<file path="config.mk">
export PLATFORM = sky130hd
export DESIGN_NAME = modulo_counter
export DESIGN_NICKNAME = d
export VERILOG_FILES = /design/src/rtl/modulo_counter_pkg.sv /design/src/rtl/modulo_counter_next.sv /design/src/rtl/modulo_counter.sv
export SDC_FILE = /design/constraint.sdc
export NUM_CORES = 1
export LEC_CHECK = 0
export ABC_AREA = 1
export BUFFER_PORTS_ARGS = -buffer_cell sky130_fd_sc_hd__buf_2
export CAP_MARGIN = 20
export CORE_MARGIN = 5
export CORE_UTILIZATION = 30
export CTS_CLUSTER_SIZE = 12
export DETAILED_ROUTE_END_ITERATION = 6
export PLACE_DENSITY = 0.65
export SETUP_SLACK_MARGIN = 0.15
export SLEW_MARGIN = 25
export SYNTH_ARGS = -nofsm -noshare
export SYNTH_HDL_FRONTEND = slang
export SYNTH_HIERARCHICAL = 1
export SYNTH_SLANG_ARGS = --single-unit
export TNS_END_PERCENT = 100
</file>
<file path="constraint.sdc">
create_clock -name clk -period 1.4 [get_ports clk]
set_clock_uncertainty 0.1 [all_clocks]
set_input_delay 0.21 -clock clk [delete_from_list [all_inputs] [get_ports clk]]
set_output_delay 0.21 -clock clk [all_outputs]
set_load 0.02 [all_outputs]
</file>
<file path="src/rtl/modulo_counter_pkg.sv">
// Shared definitions for the modulo counter.
//   DefaultWidth : default bit width of the count, bound and load data
//   action_e     : per-edge action once reset has been ruled out
//   decode_action: resolves load-over-count priority and wrap detection
package modulo_counter_pkg;

    localparam int unsigned DefaultWidth = 8;

    typedef enum logic [1:0] {
        ActLoad,
        ActWrap,
        ActIncr
    } action_e;

    // Load beats counting. The bound test is ">=" rather than "==", so a value
    // above the bound (from a load or a shrinking max) wraps on the next edge.
    function automatic action_e decode_action(input logic set_value, input logic at_or_above);
        if (set_value) begin
            return ActLoad;
        end else if (at_or_above) begin
            return ActWrap;
        end else begin
            return ActIncr;
        end
    endfunction

endpackage

</file>
<file path="src/rtl/modulo_counter_next.sv">
// Next-state logic for the modulo counter (load / wrap / increment).
// Reset is not handled here; the register stage applies it with top priority.
// Ports:
//   i_value        current registered count
//   i_max          terminal count
//   i_value_to_set load data
//   i_set_value    load strobe
//   o_next_value   count for the next edge
//   o_next_ovf     overflow flag for the next edge (set only on a wrap)
module modulo_counter_next
    import modulo_counter_pkg::*;
#(
    parameter int unsigned WIDTH = DefaultWidth
) (
    input  logic [WIDTH-1:0] i_value,
    input  logic [WIDTH-1:0] i_max,
    input  logic [WIDTH-1:0] i_value_to_set,
    input  logic             i_set_value,
    output logic [WIDTH-1:0] o_next_value,
    output logic             o_next_ovf
);

    action_e          w_action;
    logic             w_at_or_above;
    logic [WIDTH-1:0] w_incr;

    assign w_at_or_above = (i_value >= i_max);
    // WIDTH-bit increment; carry-out is dropped, the >= test wraps first anyway.
    assign w_incr        = i_value + WIDTH'(1);
    assign w_action      = decode_action(i_set_value, w_at_or_above);

    always_comb begin
        o_next_value = i_value;
        o_next_ovf   = 1'b0;
        unique case (w_action)
            ActLoad: begin
                o_next_value = i_value_to_set;
                o_next_ovf   = 1'b0;
            end
            ActWrap: begin
                o_next_value = '0;
                o_next_ovf   = 1'b1;
            end
            ActIncr: begin
                o_next_value = w_incr;
                o_next_ovf   = 1'b0;
            end
            default: begin
                o_next_value = i_value;
                o_next_ovf   = 1'b0;
            end
        endcase
    end

endmodule

</file>
<file path="src/rtl/modulo_counter.sv">
// Free-running modulo-(max+1) up-counter with synchronous load and a
// registered one-cycle wrap pulse. Used as a divider / bit-period timer.
// Ports:
//   clk           clock, all state on posedge
//   rst           synchronous active-high reset (overrides load and count)
//   max           terminal count; sequence is 0..max
//   value_to_set  load data (any value accepted, even above max)
//   set_value     load strobe, level sampled each edge
//   value         registered current count
//   overflow      registered wrap pulse, high while value reads 0 after a wrap
module modulo_counter
    import modulo_counter_pkg::*;
#(
    parameter int unsigned WIDTH = DefaultWidth
) (
    input  logic             clk,
    input  logic             rst,
    input  logic [WIDTH-1:0] max,
    input  logic [WIDTH-1:0] value_to_set,
    input  logic             set_value,
    output logic [WIDTH-1:0] value,
    output logic             overflow
);

    logic [WIDTH-1:0] r_value;
    logic             r_overflow;
    logic [WIDTH-1:0] w_next_value;
    logic             w_next_ovf;

    modulo_counter_next #(
        .WIDTH(WIDTH)
    ) u_next (
        .i_value       (r_value),
        .i_max         (max),
        .i_value_to_set(value_to_set),
        .i_set_value   (set_value),
        .o_next_value  (w_next_value),
        .o_next_ovf    (w_next_ovf)
    );

    always_ff @(posedge clk) begin
        if (rst) begin
            r_value    <= '0;
            r_overflow <= 1'b0;
        end else begin
            r_value    <= w_next_value;
            r_overflow <= w_next_ovf;
        end
    end

    assign value    = r_value;
    assign overflow = r_overflow;

endmodule

</file>
; After elaboration in Yosys (flattened, before gate mapping)
; Cells that the tools add are included.
[word_totals]
reg_bits = 9
[classes]
muxes = 4
n_eq_ne = 2
n_addsub = 1
magnitude_cmp = 1
n_reduce_logical = 2
[ops]
columns = operator, count
row1 = 8-bit one-hot mux with 3 select lines, 1
row2 = 8-bit by 1-bit adder with 8-bit output (second input constant), 1
row3 = 8-bit >= comparator, 1
row4 = 2-bit 2-to-1 mux, 2
row5 = 3-bit nonzero test, 1
row6 = 2-bit by 1-bit equality test with 1-bit output (second input constant), 1
row7 = 2-bit equality test (second input constant), 1
row8 = 2-bit zero test, 1
row9 = 1-bit 2-to-1 mux, 1

; Logic depth before layout (Yosys ltp)
; Gate-level depths: netlist of the first run.
[logic_depth]
word_depth = 5
mapped_depth = 14
depth_no_buf = 14

; Modules after synthesis
; Netlist of the first run, hierarchy kept.
[by_module_without_submodules]
columns = module, cells_each, area_each_um2, instances
row1 = modulo_counter_next, 98, 511.7, 1
row2 = modulo_counter, 28, 259.0, 1

; Worst setup path before layout of the first run
; OpenSTA, ideal clock, no wires.
[synth_path]
kind = reg2reg
startpoint = reg r_value[0], in the netlist value[0]
endpoint = reg r_overflow, in the netlist overflow
stages_incl_launch_ff = 15
synth_period_minus_slack_ps = 1643
t_arrival_ps = 1432
required_time_ps = 1189
path_slack_ps = -243
n_path_buf = 0
setup_ps = 111
path_cell_list = dfxtp_1 inv_1 ha_1 inv_1 nand2_1 nand2_1 nand2_1 nand2_1 nand2_1 nand2_4 nand2_1 nand2_1 inv_1 inv_1 nor2_1
[synth_between]
elab_chain_len = 5
[synth_rtl]
columns = item, line
row1 = start: declaration, modulo_counter.sv:25  ; logic [WIDTH-1:0] r_value;
row2 = start signal: assignment, modulo_counter.sv:46  ; r_value <= w_next_value;
row3 = 8-bit >= comparator, modulo_counter_next.sv:27  ; assign w_at_or_above = (i_value >= i_max);
row4 = 2-bit 2-to-1 mux, modulo_counter_pkg.sv:20  ; end else if (at_or_above) begin
row5 = 2-bit 2-to-1 mux, modulo_counter_pkg.sv:18  ; if (set_value) begin
row6 = 2-bit by 1-bit equality test with 1-bit output, modulo_counter_next.sv:35  ; unique case (w_action)
row7 = 1-bit 2-to-1 mux, modulo_counter_next.sv:35
row8 = named net w_next_ovf, modulo_counter.sv:28  ; logic w_next_ovf;
row9 = end signal: assignment, modulo_counter.sv:47  ; r_overflow <= w_next_ovf;
row10 = end: declaration, modulo_counter.sv:26  ; logic r_overflow;
; The timed path passes the listed nets, and every way through them passes these cells.
; A chain may end at the register's enable or synchronous reset.

; Final worst setup path of the first run
[layout_path]
startpoint = reg r_value[0], in the netlist value[0]
endpoint = reg r_value[5], in the netlist value[5]
[layout_between]
elab_chain_len = 5
word_cells_on_any_way = 9
cone_classes = add/sub (1) / order compare (1) / eq/ne (2) / mux (3) / reduce/logical (2)
[layout_rtl]
columns = item, line
row1 = 8-bit >= comparator, modulo_counter_next.sv:27
row2 = 2-bit 2-to-1 mux, modulo_counter_pkg.sv:20
row3 = 2-bit 2-to-1 mux, modulo_counter_pkg.sv:18
row4 = 2-bit equality test (tied with other cells), modulo_counter_next.sv:35
row5 = 8-bit one-hot mux with 3 select lines (*), modulo_counter_next.sv:35
row6 = named net w_next_value[5], modulo_counter.sv:27  ; logic [WIDTH-1:0] w_next_value;
; The timed path passes the listed nets; every way through them passes the cells marked *.

==> out/metrics.yaml, run 1 <==
detailed_routing:
  via_per_inst: 4.62
  drt-initial-drc-count: 27
  wl_per_cell_um: 11.3
  antenna_left: 0
  wl_um: 2280
  num_vias: 928
  dr.pass1.iters: 4
  drc: 0
yosys:
  synth-seq-area-share_pct: 23.4
  synthMuxAreaShare_pct: 0
  ys_async_sr_fraction_pct: 0
  ys_types: 17
  yosysMostFrequentCell: "nand2_1"
  synthTopCellsByArea: "dfxtp_1, nand2_1, ha_1"
  yosysWarningCount: 6
  synth_edf_count: 0
  yosys.area.top_type: "dfxtp_1"
  syn-num-nets: 154
  synth-simple-area-share_pct: 38.5
  synth.top_cell.area_share_pct: 23.4
  syn_avg_cell_area_um2: 6.12
  synthAdderAreaFrac_pct: 14.6
  synth_top_family_by_area: "simple AND/OR/NAND/NOR gates"
  synth_area_um2: 771
  syn_inst: 126
  synth-xor-area-share_pct: 3.41
  synth-compound-area-share_pct: 2.27
  yosys-top-cells-count: "nand2_1, inv_1, nor2_1"
  ys.flop_type: "dfxtp_1"
  synth_seq_cells: 9
worst_setup_path:
  cp_data_arrival_time_ps: 1600
  worstSetupEndpointType: "flip-flop"
  path_cells: "inv_4 > ha_4 > inv_2 > nand2_1 > nand2_1 > nand2_1 > nand2_1 > nand2_2 > nand2_4 > nand4_1 > nand2_1 > inv_1 > nor2_2"
  crit_required_ps: 1450
  crit_top_cell: "nand2_1"
  crit_type: "flip-flop to flip-flop"
  crit_buf_inv: 3
  crit_fanout: 5
  path_delay_family: "simple AND/OR/NAND/NOR gates"
  critPathSlowestCell: "dfxtp_4"
  startpoint_type: "flip-flop"
  critPathMaxStageDelay_ps: 360
clock_network:
  clk_latency_ps: 270
  cts_buffers: 3
  cts_htree_levels: 1
  path_clk_slew_ps: 70
  cts.sinks: 9
  ctsLongestPathBuffers: 2
  cts-root-buf: "clkbuf_4"
  ctsHoldBuffers: 0
  cts_tree: "yes"
power:
  ir_drop_v: 0.000522
  power_frac_clock_pct: 26.6
  p_per_area_nw_per_um2: 662
  p_int_uw: 523
  seq_power_share_pct: 36.0
  power_uw: 794
  p_sw_uw: 270
  p_comb_share_pct: 37.4
  sw_frac_of_total_pct: 34.1
  leakage_uw: 0.000703
global_routing:
  grt_max_degree: 10
  antenna_found_initial: 0
  grtUsageTotal_pct: 12.1
  gr-total-overflow: 0
  grt_pass1_vias: 831
  grt_pass1_wl_um: 3410
run:
  maxCapViolations: 0
min_path:
  hold_path.class: "primary input to flip-flop"
die:
  start_util_pct: 31.1
  rows: 18
  core_um2: 2480
  die_w_um: 60.7
  die_h_um: 60.7
  die-area_um2: 3680
  io_pins: 28
timing:
  period_share_pct: 110
  timing.fmax_ghz: 0.648
  setup_viol: 9
  fin_ws_ps: -144
  rsz0062_at_grt: "yes"
  fin_hold_ws_ps: 115
  min_period_ps: 1540
  finalHoldViolations: 0
  finalMaxSlewViolations: 0
  maxSlewHeadroom_pct: 85.3
  tightestPinTransition_ps: 220
place:
  place_area_um2: 1050
  hpwl_um: 1590
  routabilityCongestion: 0.827
  dp.cells: 190
  io_buffers: 27
layout:
  fin_util_pct: 48.4
  final_cells: 201
  syn2layout_area_growth_pct: 55.7
  layout-drive-gt1-share_pct: 43.9
  n_antenna_cell: 0
  nNetsFinal: 200
  final_area_um2: 1200
outcome:
  violations: "setup timing"
  status: "finished, violations left"
timing repair:
item / CTS / global route
pin swaps: 14 / 15
gates cloned: 1 / 0
resized for setup: 5 / 18
setup endpoints to repair: 9 / 12
buffers inserted: 2 / 4
logic make-up (layout without fill, tap and decap cells):
logic type               after synthesis  in the layout
adder cells (fa/ha/maj)                9              9
flip-flops                             9              9
XOR/XNOR                               3              3
buffers and inverters                 34             78
AND/OR/NAND/NOR                       68             69
AO/OA/AOI/OAI                          3              3
placed cells by master (no fill, tap or decap):
master     n
a21oi_1    1
buf_6      5
nand3b_1   1
inv_4      1
dfxtp_1    1
clkbuf_1   1
clkbuf_4   3
buf_4     15
nor2_2     3
clkinv_1   2
buf_2     23
a21oi_2    1
nand2_2    5
inv_1     23
nand4_1    9
o21a_4     1
ha_1       5
xor2_1     3
ha_4       4
dfxtp_2    5
inv_2      5
nor2_1    10
dfxtp_4    3
nand2_4    1
nand2_1   36
nand3_1    4
layout make-up:
cell class              instances  area [µm²]
fillers                       253        1280
multi-input cells              84         536
repair buffers                 43         284
flip-flops and latches          9         198
inverters                      31         119
well taps                      30        37.5
clock buffers                   4        26.3
per-layer routing:
layer / part of all wire, % / GRT usage, % / vias up
met4: 0.61 / 5.57 / 0
met1: 40 / 16.2 / 410
met2: 51 / 18.9 / 41
met5: 0 / 0 / -
met3: 8.7 / 1.91 / 2
li1: - / - / 475
power by group through the flow:
stage,Sequential (µW),Clock [µW],Combinational (µW)
finish,286,211,297
global route,288,230,323
CTS,285,212,254
detailed placement,291,0,236
global placement,291,0,228
floorplan,317,0,122
sequential cells by signal, indices dropped and copies added, names as in the netlist:
name      count
overflow      1
value         8
per-stage QoR:
step | setup slack [ps] | TNS [ps]
floorplan | -24.6 | -212
global placement | -116 | -952
detailed placement | -160 | -1290
CTS | -104 | -724
global route | -230 | -1660
finish | -144 | -1020
path summary, 6_finish.rpt:
check / startpoint / end / slack (ps) / cells after the start
setup / recovery: value[0] / value[5] / -140 / 13
hold / removal: rst / value[1] / 120 / 2
setup reg to reg: value[0] / value[5] / -140 / 13
hold reg to reg: value[1] / value[1] / 710 / 5
Note: power is estimated with default switching activity, not from simulation.
==> run 2, diff against run 1 <==
--- a/config.mk
+++ b/config.mk
@@ -13,7 +13,7 @@
 export CTS_CLUSTER_SIZE = 12
 export DETAILED_ROUTE_END_ITERATION = 6
 export PLACE_DENSITY = 0.65
-export SETUP_SLACK_MARGIN = 0.15
+export SKIP_CTS_REPAIR_TIMING = 1
 export SLEW_MARGIN = 25
 export SYNTH_ARGS = -nofsm -noshare
 export SYNTH_HDL_FRONTEND = slang
==> out/metrics.yaml, run 2 (same netlist as run 1, synthesis figures left out) <==
outcome:
  status: "finished, violations left"
  violations: "setup timing"
worst_setup_path:
  startpoint_type: "flip-flop"
  worstSetupEndpointType: "flip-flop"
  crit_type: "flip-flop to flip-flop"
  rrSetupSlack_ps: -130
  crit_fanout: 5
  crit_required_ps: 1450
  cp_data_arrival_time_ps: 1580
  critPathSlowestCell: "dfxtp_4"
  crit_top_cell: "nand2_1"
  critPathMaxStageDelay_ps: 370
  path_cells: "inv_4 > ha_4 > inv_2 > nand2_1 > nand2_1 > nand2_1 > nand2_1 > nand2_2 > nand2_4 > nand4_1 > nand2_1 > inv_1 > nor2_1"
timing:
  maxSlewHeadroom_pct: 84.5
  setup_viol: 9
  fin_hold_ws_ps: 122
  finalMaxSlewViolations: 0
  min_period_ps: 1530
  timing.fmax_ghz: 0.656
  fin_ws_ps: -125
  tightestPinTransition_ps: 233
  finalHoldViolations: 0
  period_share_pct: 109
  rsz0062_at_grt: "yes"
layout:
  multi_input_area_um2: 515
  layout.area.seq_um2: 198
  syn2layout_area_growth_pct: 44.5
  layout_common_cells: "nand2_1, buf_2, inv_1"
  nNetsFinal: 196
  final_cells: 197
  final_common_cell: "nand2_1"
  n_antenna_cell: 0
  layout-drive-gt1-share_pct: 38.9
  largest_register_ff_count: 8
  fin_util_pct: 44.9
  fill_cells: 258
min_path:
  hold_path.class: "primary input to flip-flop"
global_routing:
  grt_max_degree: 10
  grt_pass1_wl_um: 3210
  gr-total-overflow: 0
  grt_pass1_vias: 802
  grtUsageTotal_pct: 11.4
  antenna_found_initial: 0
clock_network:
  cts_buffers: 3
  cts.sinks: 9
  ctsLongestPathBuffers: 2
  cts-root-buf: "clkbuf_4"
  path_clk_slew_ps: 70
  cts_tree: "yes"
  cts_htree_levels: 1
  clk_latency_ps: 270
die:
  die_w_um: 60.7
  io_pins: 28
  rows: 18
  start_util_pct: 31.1
  die_h_um: 60.7
  core_um2: 2480
  die-area_um2: 3680
detailed_routing:
  drt-initial-drc-count: 25
  via_per_inst: 4.55
  antenna_left: 0
  wl_per_cell_um: 10.6
  wl_um: 2090
  dr.pass1.iters: 4
  num_vias: 897
  drc: 0
place:
  io_buffers: 27
  dp.cells: 190
  routabilityCongestion: 0.827
  hpwl_um: 1590
  pre_cts_slack_ps: -160
run:
  maxCapViolations: 0
power:
  p_per_area_nw_per_um2: 674
  leakage_uw: 0.000677
  ir_drop_v: 0.000538
  power_uw: 750
==> run 2: path summary, 6_finish.rpt <==
kind | from | to | depth (start not counted)
setup / recovery | value[0] | value[6] | 13
hold / removal | rst | value[1] | 2
setup reg to reg | value[0] | value[6] | 13
hold reg to reg | value[2] | value[2] | 6
==> run 2: through the flow <==
step,area (µm²),setup TNS [ps]
2_1_floorplan,831,-212
3_3_place_gp,1050,-952
3_5_place_dp,1050,-1290
4_1_cts,1080,-1210
5_1_grt,1110,-1660
6_report,1110,-988
==> run 2: metal layers <==
layer  up-vias  track usage (%)  part of all wire (%)
met4         0             5.26                  0.81
li1        466                -                     -
met1       395             15.1                    47
met2        33             18.0                    47
met3         3             1.91                   5.4
met5         -                0                     0
==> run 2: power breakdown <==
group / internal [µW] / switching (µW) / leakage (µW)
Sequential: 272 / 14.3 / 0.0000779
Clock: 110 / 99.7 / 0.0000150
Combinational: 112 / 142 / 0.000584
Total: 494 / 256 / 0.000677
==> run 2: layout make-up <==
type	instances	share of cell area, %
multi-input combinational	85	46.3
clock buffer	4	2.36
timing repair buffer	38	19.6
inverter	31	10.7
sequential	9	17.8
tap	30	3.37
==> run 2: worst max-delay path: cells and delay by family, from the launching register on <==
kind                       cells  cell delay (ps)
DFF                            1              370
adders and majority gates      1              250
and+or+nand+nor                9              570
buffers and inverters          3              110
==> run 3, diff against run 2 <==
--- a/config.mk
+++ b/config.mk
@@ -12,7 +12,7 @@
 export CORE_UTILIZATION = 30
 export CTS_CLUSTER_SIZE = 12
 export DETAILED_ROUTE_END_ITERATION = 6
-export PLACE_DENSITY = 0.65
+export PLACE_DENSITY = 0.56
 export SKIP_CTS_REPAIR_TIMING = 1
 export SLEW_MARGIN = 25
 export SYNTH_ARGS = -nofsm -noshare
==> out/metrics.yaml, run 3 (same netlist as run 1, synthesis figures left out) <==
timing:
  setup_tns_ps: -859
  min_period_ps: 1510
  setup_viol: 9
  rsz0062_at_grt: "yes"
  tightestPinTransition_ps: 211
  finalHoldViolations: 0
  maxSlewHeadroom_pct: 85.9
  period_share_pct: 108
  finalMaxSlewViolations: 0
  timing.fmax_ghz: 0.661
  fin_ws_ps: -113
worst_setup_path:
  cp_data_arrival_time_ps: 1560
  crit_fanout: 5
  critPathMaxStageDelay_ps: 370
  crit_top_cell: "nand2_1"
  path_cells: "inv_4 > ha_4 > inv_2 > nand2_1 > nand2_1 > nand2_1 > nand2_1 > nand2_2 > nand2_4 > nand4_1 > nand2_1 > inv_1 > nor2_1"
  path_delay_family: "simple AND/OR/NAND/NOR gates"
  crit_required_ps: 1450
  crit_buf_inv: 3
  crit_type: "flip-flop to flip-flop"
  worstSetupEndpointType: "flip-flop"
  critPathSlowestCell: "dfxtp_4"
  startpoint_type: "flip-flop"
global_routing:
  grtUsageTotal_pct: 11.7
  gr-total-overflow: 0
  grt_pass1_wl_um: 3220
  grt_pass1_vias: 786
  antenna_found_initial: 0
  grt_max_degree: 10
layout:
  syn2layout_area_growth_pct: 41.9
  final_common_cell: "nand2_1"
  largest_register_ff_count: 8
  fill_cells: 280
  nNetsFinal: 194
  layout_common_cells: "nand2_1, buf_2, inv_1"
  n_antenna_cell: 0
  layout-drive-gt1-share_pct: 37.6
detailed_routing:
  antenna_left: 0
  drt-initial-drc-count: 8
  wl_um: 1990
  num_vias: 836
  dr.pass1.iters: 4
  wl_per_cell_um: 10.2
  via_per_inst: 4.29
  drc: 0
clock_network:
  cts-root-buf: "clkbuf_4"
  clk_latency_ps: 260
  ctsLongestPathBuffers: 2
  cts_htree_levels: 1
  cts_tree: "yes"
  cts_buffers: 3
  path_clk_slew_ps: 60
  cts.sinks: 9
die:
  die-area_um2: 3680
  rows: 18
  die_w_um: 60.7
  io_pins: 28
  start_util_pct: 31.1
  die_h_um: 60.7
  core_um2: 2480
outcome:
  violations: "setup timing"
  status: "finished, violations left"
run:
  maxCapViolations: 0
place:
  pre_cts_slack_ps: -156
  routabilityCongestion: 0.764
  io_buffers: 27
  hpwl_um: 1570
power:
  ir_drop_v: 0.000600
  leakage_uw: 0.000669
  p_per_area_nw_per_um2: 671
min_path:
  hold_path.class: "primary input to flip-flop"
-- run 3: cell count changes in the layout (fill, tap and decap cells not counted), sizes merged --
cell / before / now
o21a: 2 / 1
buf: 38 / 37
-- run 3: area by class of cell --
cell class                 count  area, µm²  area share (%)
multi-input combinational     84        503            46.0
timing repair buffer          37        210            19.2
sequential                     9        198            18.1
inverter                      31        119            10.9
tap                           30       37.5            3.43
clock buffer                   4       26.3            2.40
-- run 3: where the power goes --
| group | total [µW] | switching (µW) | internal [µW] |
|---|---|---|---|
| combinational | 244 | 136 | 109 |
| clock | 202 | 92.3 | 110 |
| sequential | 287 | 14.9 | 272 |
| total | 733 | 243 | 491 |
-- run 3: worst reg2reg max path, delay by kind of cell (launching register included) --
family / cells / cell delay, ps
AND/OR/NAND/NOR: 9 / 560
flip-flops: 1 / 370
adder cells (fa/ha/maj): 1 / 250
buffers and inverters: 3 / 110
-- run 3: stage by stage --
| step | power [µW] | hold slack [ps] | area (µm²) | instances | util [%] |
|---|---|---|---|---|---|
| 6_report | 733 | 130 | 1090 | 195 | 44.1 |
| 5_1_grt | 788 | 136 | 1090 | 195 | 44.1 |
| 4_1_cts | 733 | 120 | 1070 | 193 | 43.3 |
| 3_5_place_dp | 525 | 404 | 1050 | 189 | 42.3 |
| 3_3_place_gp | 521 | 403 | 1050 | 189 | 42.3 |
| 2_1_floorplan | 439 | 284 | 831 | 126 | - |
-- run 3: metal layers --
layer | global-route usage, % | share of wire, % | wire, µm | up-vias
met5 | 0 | 0 | 0 | -
met4 | 5.57 | 1.4 | 27 | 0
met3 | 2.13 | 4.4 | 88 | 4
met2 | 18.9 | 47 | 933 | 20
met1 | 15.0 | 47 | 941 | 349
li1 | - | - | - | 463
-- run 3: final timing paths --
kind / start / endpoint / slack (ps) / depth (start not counted)
setup / recovery: value[0] / value[4] / -110 / 13
hold / removal: rst / value[1] / 130 / 2
setup reg to reg: value[0] / value[4] / -110 / 13
hold reg to reg: value[0] / value[1] / 680 / 5
